## src/rtl/pipe_register_chain.sv

```systemverilog
// pipe_register_chain: DEPTH back-to-back register stages with per-stage valid bits
// and a valid/ready handshake at both ends. Each stage advances on its own, so
// bubbles collapse and an output stall back-fills the chain.
module pipe_register_chain #(
    parameter int              WIDTH       = 8,
    parameter int              DEPTH       = 3,
    parameter logic [WIDTH-1:0] RESET_VALUE = '0
) (
    input  logic                         clk,
    input  logic                         rst,
    input  logic                         flush,
    input  logic                         in_valid,
    output logic                         in_ready,
    input  logic [WIDTH-1:0]             in_data,
    output logic                         out_valid,
    input  logic                         out_ready,
    output logic [WIDTH-1:0]             out_data,
    output logic [$clog2(DEPTH+1)-1:0]   count
);

    localparam int CW = $clog2(DEPTH+1);

    logic [DEPTH-1:0] r_valid;
    logic [WIDTH-1:0] r_data [DEPTH];
    logic [CW-1:0]    r_count;

    logic [DEPTH-1:0] w_adv;
    logic [DEPTH-1:0] w_load;
    logic             w_downFree;
    logic             w_inXfer;
    logic             w_outXfer;

    // Walk from the output stage back to the input, deciding which stages move this cycle.
    always_comb begin
        w_adv      = '0;
        w_downFree = out_ready;
        for (int k = DEPTH - 1; k >= 0; k--) begin
            w_adv[k]   = r_valid[k] && w_downFree;
            w_downFree = !r_valid[k] || w_adv[k];
        end
    end

    // Stage k loads whenever the stage feeding it advances; stage 0 is fed by the input port.
    always_comb begin
        w_load    = '0;
        w_load[0] = w_inXfer;
        for (int k = 1; k < DEPTH; k++) begin
            w_load[k] = w_adv[k-1];
        end
    end

    assign in_ready  = !rst && !flush && w_downFree;
    assign w_inXfer  = in_valid && in_ready;
    assign w_outXfer = w_adv[DEPTH-1];

    assign out_valid = r_valid[DEPTH-1];
    assign out_data  = r_data[DEPTH-1];
    assign count     = r_count;

    // Valid bits and occupancy count; flush drops every in-flight word at the edge.
    always_ff @(posedge clk or posedge rst) begin
        if (rst) begin
            r_valid <= '0;
            r_count <= '0;
        end else if (flush) begin
            r_valid <= '0;
            r_count <= '0;
        end else begin
            r_valid <= w_load | (r_valid & ~w_adv);
            if (w_inXfer && !w_outXfer) begin
                r_count <= r_count + CW'(1);
            end else if (!w_inXfer && w_outXfer) begin
                r_count <= r_count - CW'(1);
            end
        end
    end

    // Data registers change only when their stage accepts a word, otherwise they hold.
    always_ff @(posedge clk or posedge rst) begin
        if (rst) begin
            for (int k = 0; k < DEPTH; k++) begin
                r_data[k] <= RESET_VALUE;
            end
        end else begin
            if (w_load[0]) begin
                r_data[0] <= in_data;
            end
            for (int k = 1; k < DEPTH; k++) begin
                if (w_load[k]) begin
                    r_data[k] <= r_data[k-1];
                end
            end
        end
    end

endmodule

```

## config.mk

```make
export PLATFORM = sky130hd
export DESIGN_NAME = pipe_register_chain
export DESIGN_NICKNAME = d
export VERILOG_FILES = /design/src/rtl/pipe_register_chain.sv
export SDC_FILE = /design/constraint.sdc
export NUM_CORES = 1
export LEC_CHECK = 0
export CORE_MARGIN = 8
export CORE_UTILIZATION = 54
export CTS_CLUSTER_DIAMETER = 60
export DETAILED_ROUTE_END_ITERATION = 6
export DONT_BUFFER_PORTS = 1
export PLACE_DENSITY = 0.8
export SYNTH_ARGS = -nofsm -noshare
export SYNTH_HDL_FRONTEND = slang
export SYNTH_SLANG_ARGS = --single-unit
```

## constraint.sdc

```tcl
create_clock -name clk -period 1.9 [get_ports clk]
set_clock_uncertainty 0.15 [all_clocks]
set_input_delay 0.285 -clock clk [delete_from_list [all_inputs] [get_ports clk]]
set_output_delay 0.285 -clock clk [all_outputs]
set_load 0.02 [all_outputs]
```

* Yosys cells after proc, flatten, opt, wreduce, memory -nomap -nowiden
Index checks and enable logic that the tools add are counted.
** Word-level totals
- Register bits :: 29
- Memories :: 0
- Bits of input ports :: 13
- Bits in writable memories :: 0
- Output and inout bits :: 12
- Latch bits :: 0
- Word-level logic and storage cells :: 33
- Memory bits (read-only) :: 0
** Cells by class
- Reduce and logical (&&, ||, !) cells :: 19
- Div/mod/pow operators :: 0
- Shift operators :: 0
- Muxes and demuxes :: 4
- Bitwise gates (word level) :: 3
- Magnitude comparators :: 0
- Add/sub/neg operators :: 2
- Equal/unequal tests :: 0
- Multiply operators :: 0
** Operators by type and width (number)
- 1-bit logical AND :: 8
- 1-bit zero test :: 7
- 2-bit two-way mux :: 3
- 3-bit bitwise AND :: 1
- 1-bit logical OR :: 3
- 3-bit two-way mux :: 1
- 3-bit NOT :: 1
- 3-bit OR :: 1
- 3-bit nonzero test :: 1
- 2-bit by 1-bit adder with 2-bit output, second input constant :: 1
- 2-bit by 1-bit subtractor with 2-bit output, second input constant :: 1

* Logic depth before layout (Yosys ltp)
- Depth in word-level cells :: 13
- Mapped depth :: 5
- Mapped depth without buffers :: 4

* Worst setup path before layout
Ideal clock, no wire load.
- Path type :: register to register
- Start :: reg r_valid[2]
- End :: reg r_count[1], in the netlist count[1]
- Library setup time :: 0.128 ns
- Arrival :: 1.564 ns
- Cell stages (with the launch flop) :: 6
- Required time :: 1.622 ns
- Setup slack :: 0.059 ns
- Path buffers :: 1
- Cell sequence :: dfrtp_1 nand4b_1 or3b_1 buf_6 mux2i_1 mux2_1
** Between the ends
- Word-level cells in the longest chain between the ends :: 11
- Elaborated cells between the ends (all ways) :: 16
- Classes of those cells :: 2 x mux; 14 x reduce/logical
** RTL lines
- start, declared :: line 23 : logic [DEPTH-1:0] r_valid;
- start signal, assigned :: line 69 : r_valid <= w_load | (r_valid & ~w_adv);
- 1-bit zero test / 1-bit logical AND (equally long branches) :: line 39, 38
- 1-bit logical OR :: line 39 : w_downFree = !r_valid[k] || w_adv[k];
- 1-bit logical AND :: line 38 : w_adv[k] = r_valid[k] && w_downFree;
- 1-bit logical OR :: line 39
- 1-bit logical AND :: line 38
- 1-bit logical OR :: line 39
- 1-bit logical AND :: line 52 : assign in_ready = !rst && !flush && w_downFree;
- 1-bit logical AND :: line 53 : assign w_inXfer = in_valid && in_ready;
- 1-bit logical AND / 1-bit zero test (equally long branches) :: line 70, 72
- 2-bit two-way mux / 1-bit logical AND (equally long branches) :: line 70, 72
- 2-bit two-way mux / 3-bit nonzero test (equally long branches)
- end signal, assigned :: line 71 : r_count <= r_count + CW'(1);
- end signal, assigned :: line 73 : r_count <= r_count - CW'(1);
- end, declared :: line 25 : logic [CW-1:0] r_count;
Several ways; a longest one is shown, not always the timed one.
A chain may end at the register's enable or synchronous reset.

* Worst setup path after layout
- Start :: in rst
- End :: reg r_count[1], in the netlist count[1]
** Between the ends
- Word-level cells in the longest chain between the ends :: 7
- Elaborated cells between the ends (all ways) :: 10
- Classes of those cells :: 2 x mux; 8 x reduce/logical
** RTL lines
- start, declared :: line 10 : input logic rst,
- 1-bit zero test (no line) (*)
- 1-bit logical AND (*) (2 in series) :: line 52
- 1-bit logical AND (*) :: line 53
- 1-bit logical AND / 1-bit zero test (equally long branches) :: line 70, 72
- 2-bit two-way mux / 1-bit logical AND (equally long branches) :: line 70, 72
- 2-bit two-way mux / 3-bit nonzero test (equally long branches)
Mark *: on every way between the ends. The rest lies on a longest branch, timed or not.

==> metrics.md <==
| Metric | Value |
|---|---|
| Synth Area in Simple Gates | `7.79%` |
| YS warnings | `0` |
| I/O pins | `25` |
| Most frequent cells in the layout | `29 x dfrtp_1, 24 x mux2_2, 11 x dlygate4sd3_1` |
| Syn Area/Cell | `14.0 sq um` |
| Dpl cells | `109` |
| Synth Register Bits | `29` |
| Antenna viol nets, final | `0` |
| Cell Rows | `17` |
| Final WL | `1.98 mm` |
| Initial antenna violation count | `0` |
| Chip Width | `63.5 microns` |
| CTS Buf Count | `5` |
| GRT Util Overall | `10.8%` |
| Die area | `4040 sq um` |
| Fill cell count | `173` |
| Cells after Synth | `87` |
| Hold crit path type | `in -> reg` |
| Max Cap Viol | `0` |
| Clock transition at the registers of the reported paths | `80 ps` |
| Critical Path Source Type | `input port` |
| Via count | `674` |
| Switch Pwr | `449 uW` |
| Clock sinks | `29` |
| Final #Nets | `112` |
| Vias per inst | `5.31` |
| Cell variety after synth | `21` |
| Leading cell type in the layout, fill and taps excluded | `dfrtp_1` |
| Peak VDD IR | `0.599 mV` |
| Layout cells sized above 1 | `35.4%` |
| Sw Share | `28.9%` |
| Critical Path AT | `1890 ps` |
| Largest family of logic cells by synthesized area | `multiplexers` |
| Crit end category | `register` |
| Endpoints failing setup | `0` |
| Total power | `1.55 mW` |
| # DRC | `0` |
| H-tree levels | `2` |
| Antenna Diode Count | `0` |
| Die height | `63.5 microns` |
| Slew headroom | `74.7%` |
| Final Hold Viols | `0` |
| Register area | `726 sq um` |
| IO buf count | `0` |
| DPL Wire Length | `1.36 mm` |
| Post-CTS setup buffer count | `0` |
| CP max FO | `2` |
| Clock Root Buffer | `clkbuf_4` |
| RSZ-0062 raised after global routing | `no` |
| Sequential power share | `62.9%` |
| DRT iter0 DRCs | `10` |
| Clock power share | `23.1%` |
| Layout Cells excl Fill | `127` |
| Number of global-route vias before repair | `757` |
| Status | `finished clean` |
| Post-synthesis cell area | `1220 sq um` |
| Global-route wire length before repair | `3.39 mm` |
| Area of the multi-input gates | `414 sq um` |
| P_int | `1.11 mW` |
| Synth Area in XOR/XNOR | `1.44%` |
| Largest net degree at the start of global routing | `30` |
| PD cells | `1130 nW/um^2` |
| Core area | `2170 sq um` |
| Max-slew violations | `0` |
| Fin crit share | `96.7%` |
| CTS tree | `built` |
| Comb pwr share | `14.0%` |
| Post-synthesis compound-gate area fraction | `0.821%` |
| Setup TNS | `0 ps` |
| Mux cell area share after synthesis | `23.9%` |
| Clock Latency Late Sink | `310 ps` |
| Crit path required time | `1950 ps` |
| Initial Util | `56.2%` |
| CTS Buffer Depth | `2` |
| CP Class | `in -> reg` |
| Router iterations before antenna repair | `4` |
| WL per Instance | `15.6 microns` |
| Fmax | `0.544 GHz` |
| Placed cell areas | `1210 sq um` |
| Gr ovfl total | `0` |
| Synth-to-Final Area Change | `12.6%` |
| Post-Synth Adder-Cell Area | `0%` |
| Syn nets | `100` |
| RD Place Congestion | `0.641` |
| Final Critical Period | `1840 ps` |
| Worst slew pin tran | `379 ps` |
| P_leak | `0.633 nW` |
| Post-route cell area | `1370 sq um` |
| Sequential area share after synthesis | `59.5%` |
-- path summary, 6_finish.rpt --
path / from / endpoint / slack, ps / cells after the start
hold / removal: flush / count[1]$_DFFE_PP0P_ / 40 / 2
min in group asynchronous: rst / r_valid[0]$_DFF_PP0_ / 340 / 3
hold reg to reg: r_data[20]$_DFFE_PP0P_ / r_data[12]$_DFFE_PP0P_ / 350 / 1
setup / recovery: rst / count[1]$_DFFE_PP0P_ / 60 / 5
max in group asynchronous: rst / out_data[5]$_DFFE_PP0P_ / 990 / 3
setup reg to reg: r_valid[1]$_DFF_PP0_ / count[1]$_DFFE_PP0P_ / 180 / 4
-- metal layers --
metal,wire [microns],global-route usage (%)
met3,157,6.54
met4,23,4.18
met5,0,0
met1,743,9.64
met2,1060,19.4
-- power groups by stage --
stage               sequential [mW]  clock, mW  combinational [mW]
floorplan                     0.854          0               0.392
global placement              0.988          0               0.190
detailed placement            0.997          0               0.204
CTS                           0.984      0.377               0.223
global route                   1.00      0.401               0.242
finish                        0.978      0.359               0.218
-- state kept, by name (all words and copies together) (netlist names) --
| signal | cells |
|---|---|
| r_data | 16 |
| r_valid | 3 |
| out_data | 8 |
| count | 2 |
-- layout make-up --
class | count | share of cell area (%)
sequential | 29 | 52.8
inverter | 1 | 0.273
timing repair buffer | 15 | 10.2
multi-input combinational | 47 | 30.1
clock buffer | 7 | 4.01
tap | 28 | 2.55
-- stage by stage --
stage,hold WS [ps],utilization [%],worst slack (ps)
floorplan,198,-,58.8
global placement,108,55.7,218
detailed placement,115,55.7,185
CTS,28.9,63.3,81.0
global route,46.9,63.3,0.752
finish,41.3,63.3,61.8
-- cell usage after synthesis --
master,number,share of area (%)
a21oi_1,2,0.82
and2_1,1,0.51
and2b_1,1,0.62
and2b_2,1,0.72
buf_2,1,0.41
buf_4,8,4.9
buf_6,1,0.92
dfrtp_1,29,59
inv_1,1,0.31
mux2_1,1,0.92
mux2_2,24,22
mux2i_1,1,0.82
nand2_1,3,0.92
nand2b_1,1,0.51
nand4b_1,1,0.72
nor2_1,6,1.8
nor3b_1,1,0.62
or2b_1,1,0.62
or3b_1,1,0.72
xnor2_1,1,0.72
xor2_1,1,0.72
-- cells by family after synthesis --
kind of cell / count (synthesis)
AOI/OAI and AO/OA: 2
xor gates and xnor gates: 2
and+or+nand+nor: 17
DFF: 29
muxes: 26
buffers and inverters: 11
-- critical path: stages --
cell and delay (ps):
dlygate4sd3_1 550, nand2b_1 160, or3b_1 380, mux2i_1 180
mux2_1 330
-- repair_timing --
| item | in CTS | in global routing |
|---|---|---|
| hold endpoints to repair | 41 | 0 |
| hold buffers | 11 | 0 |
| resized for setup | 0 | 0 |
Power figures use the tool's default switching activity.
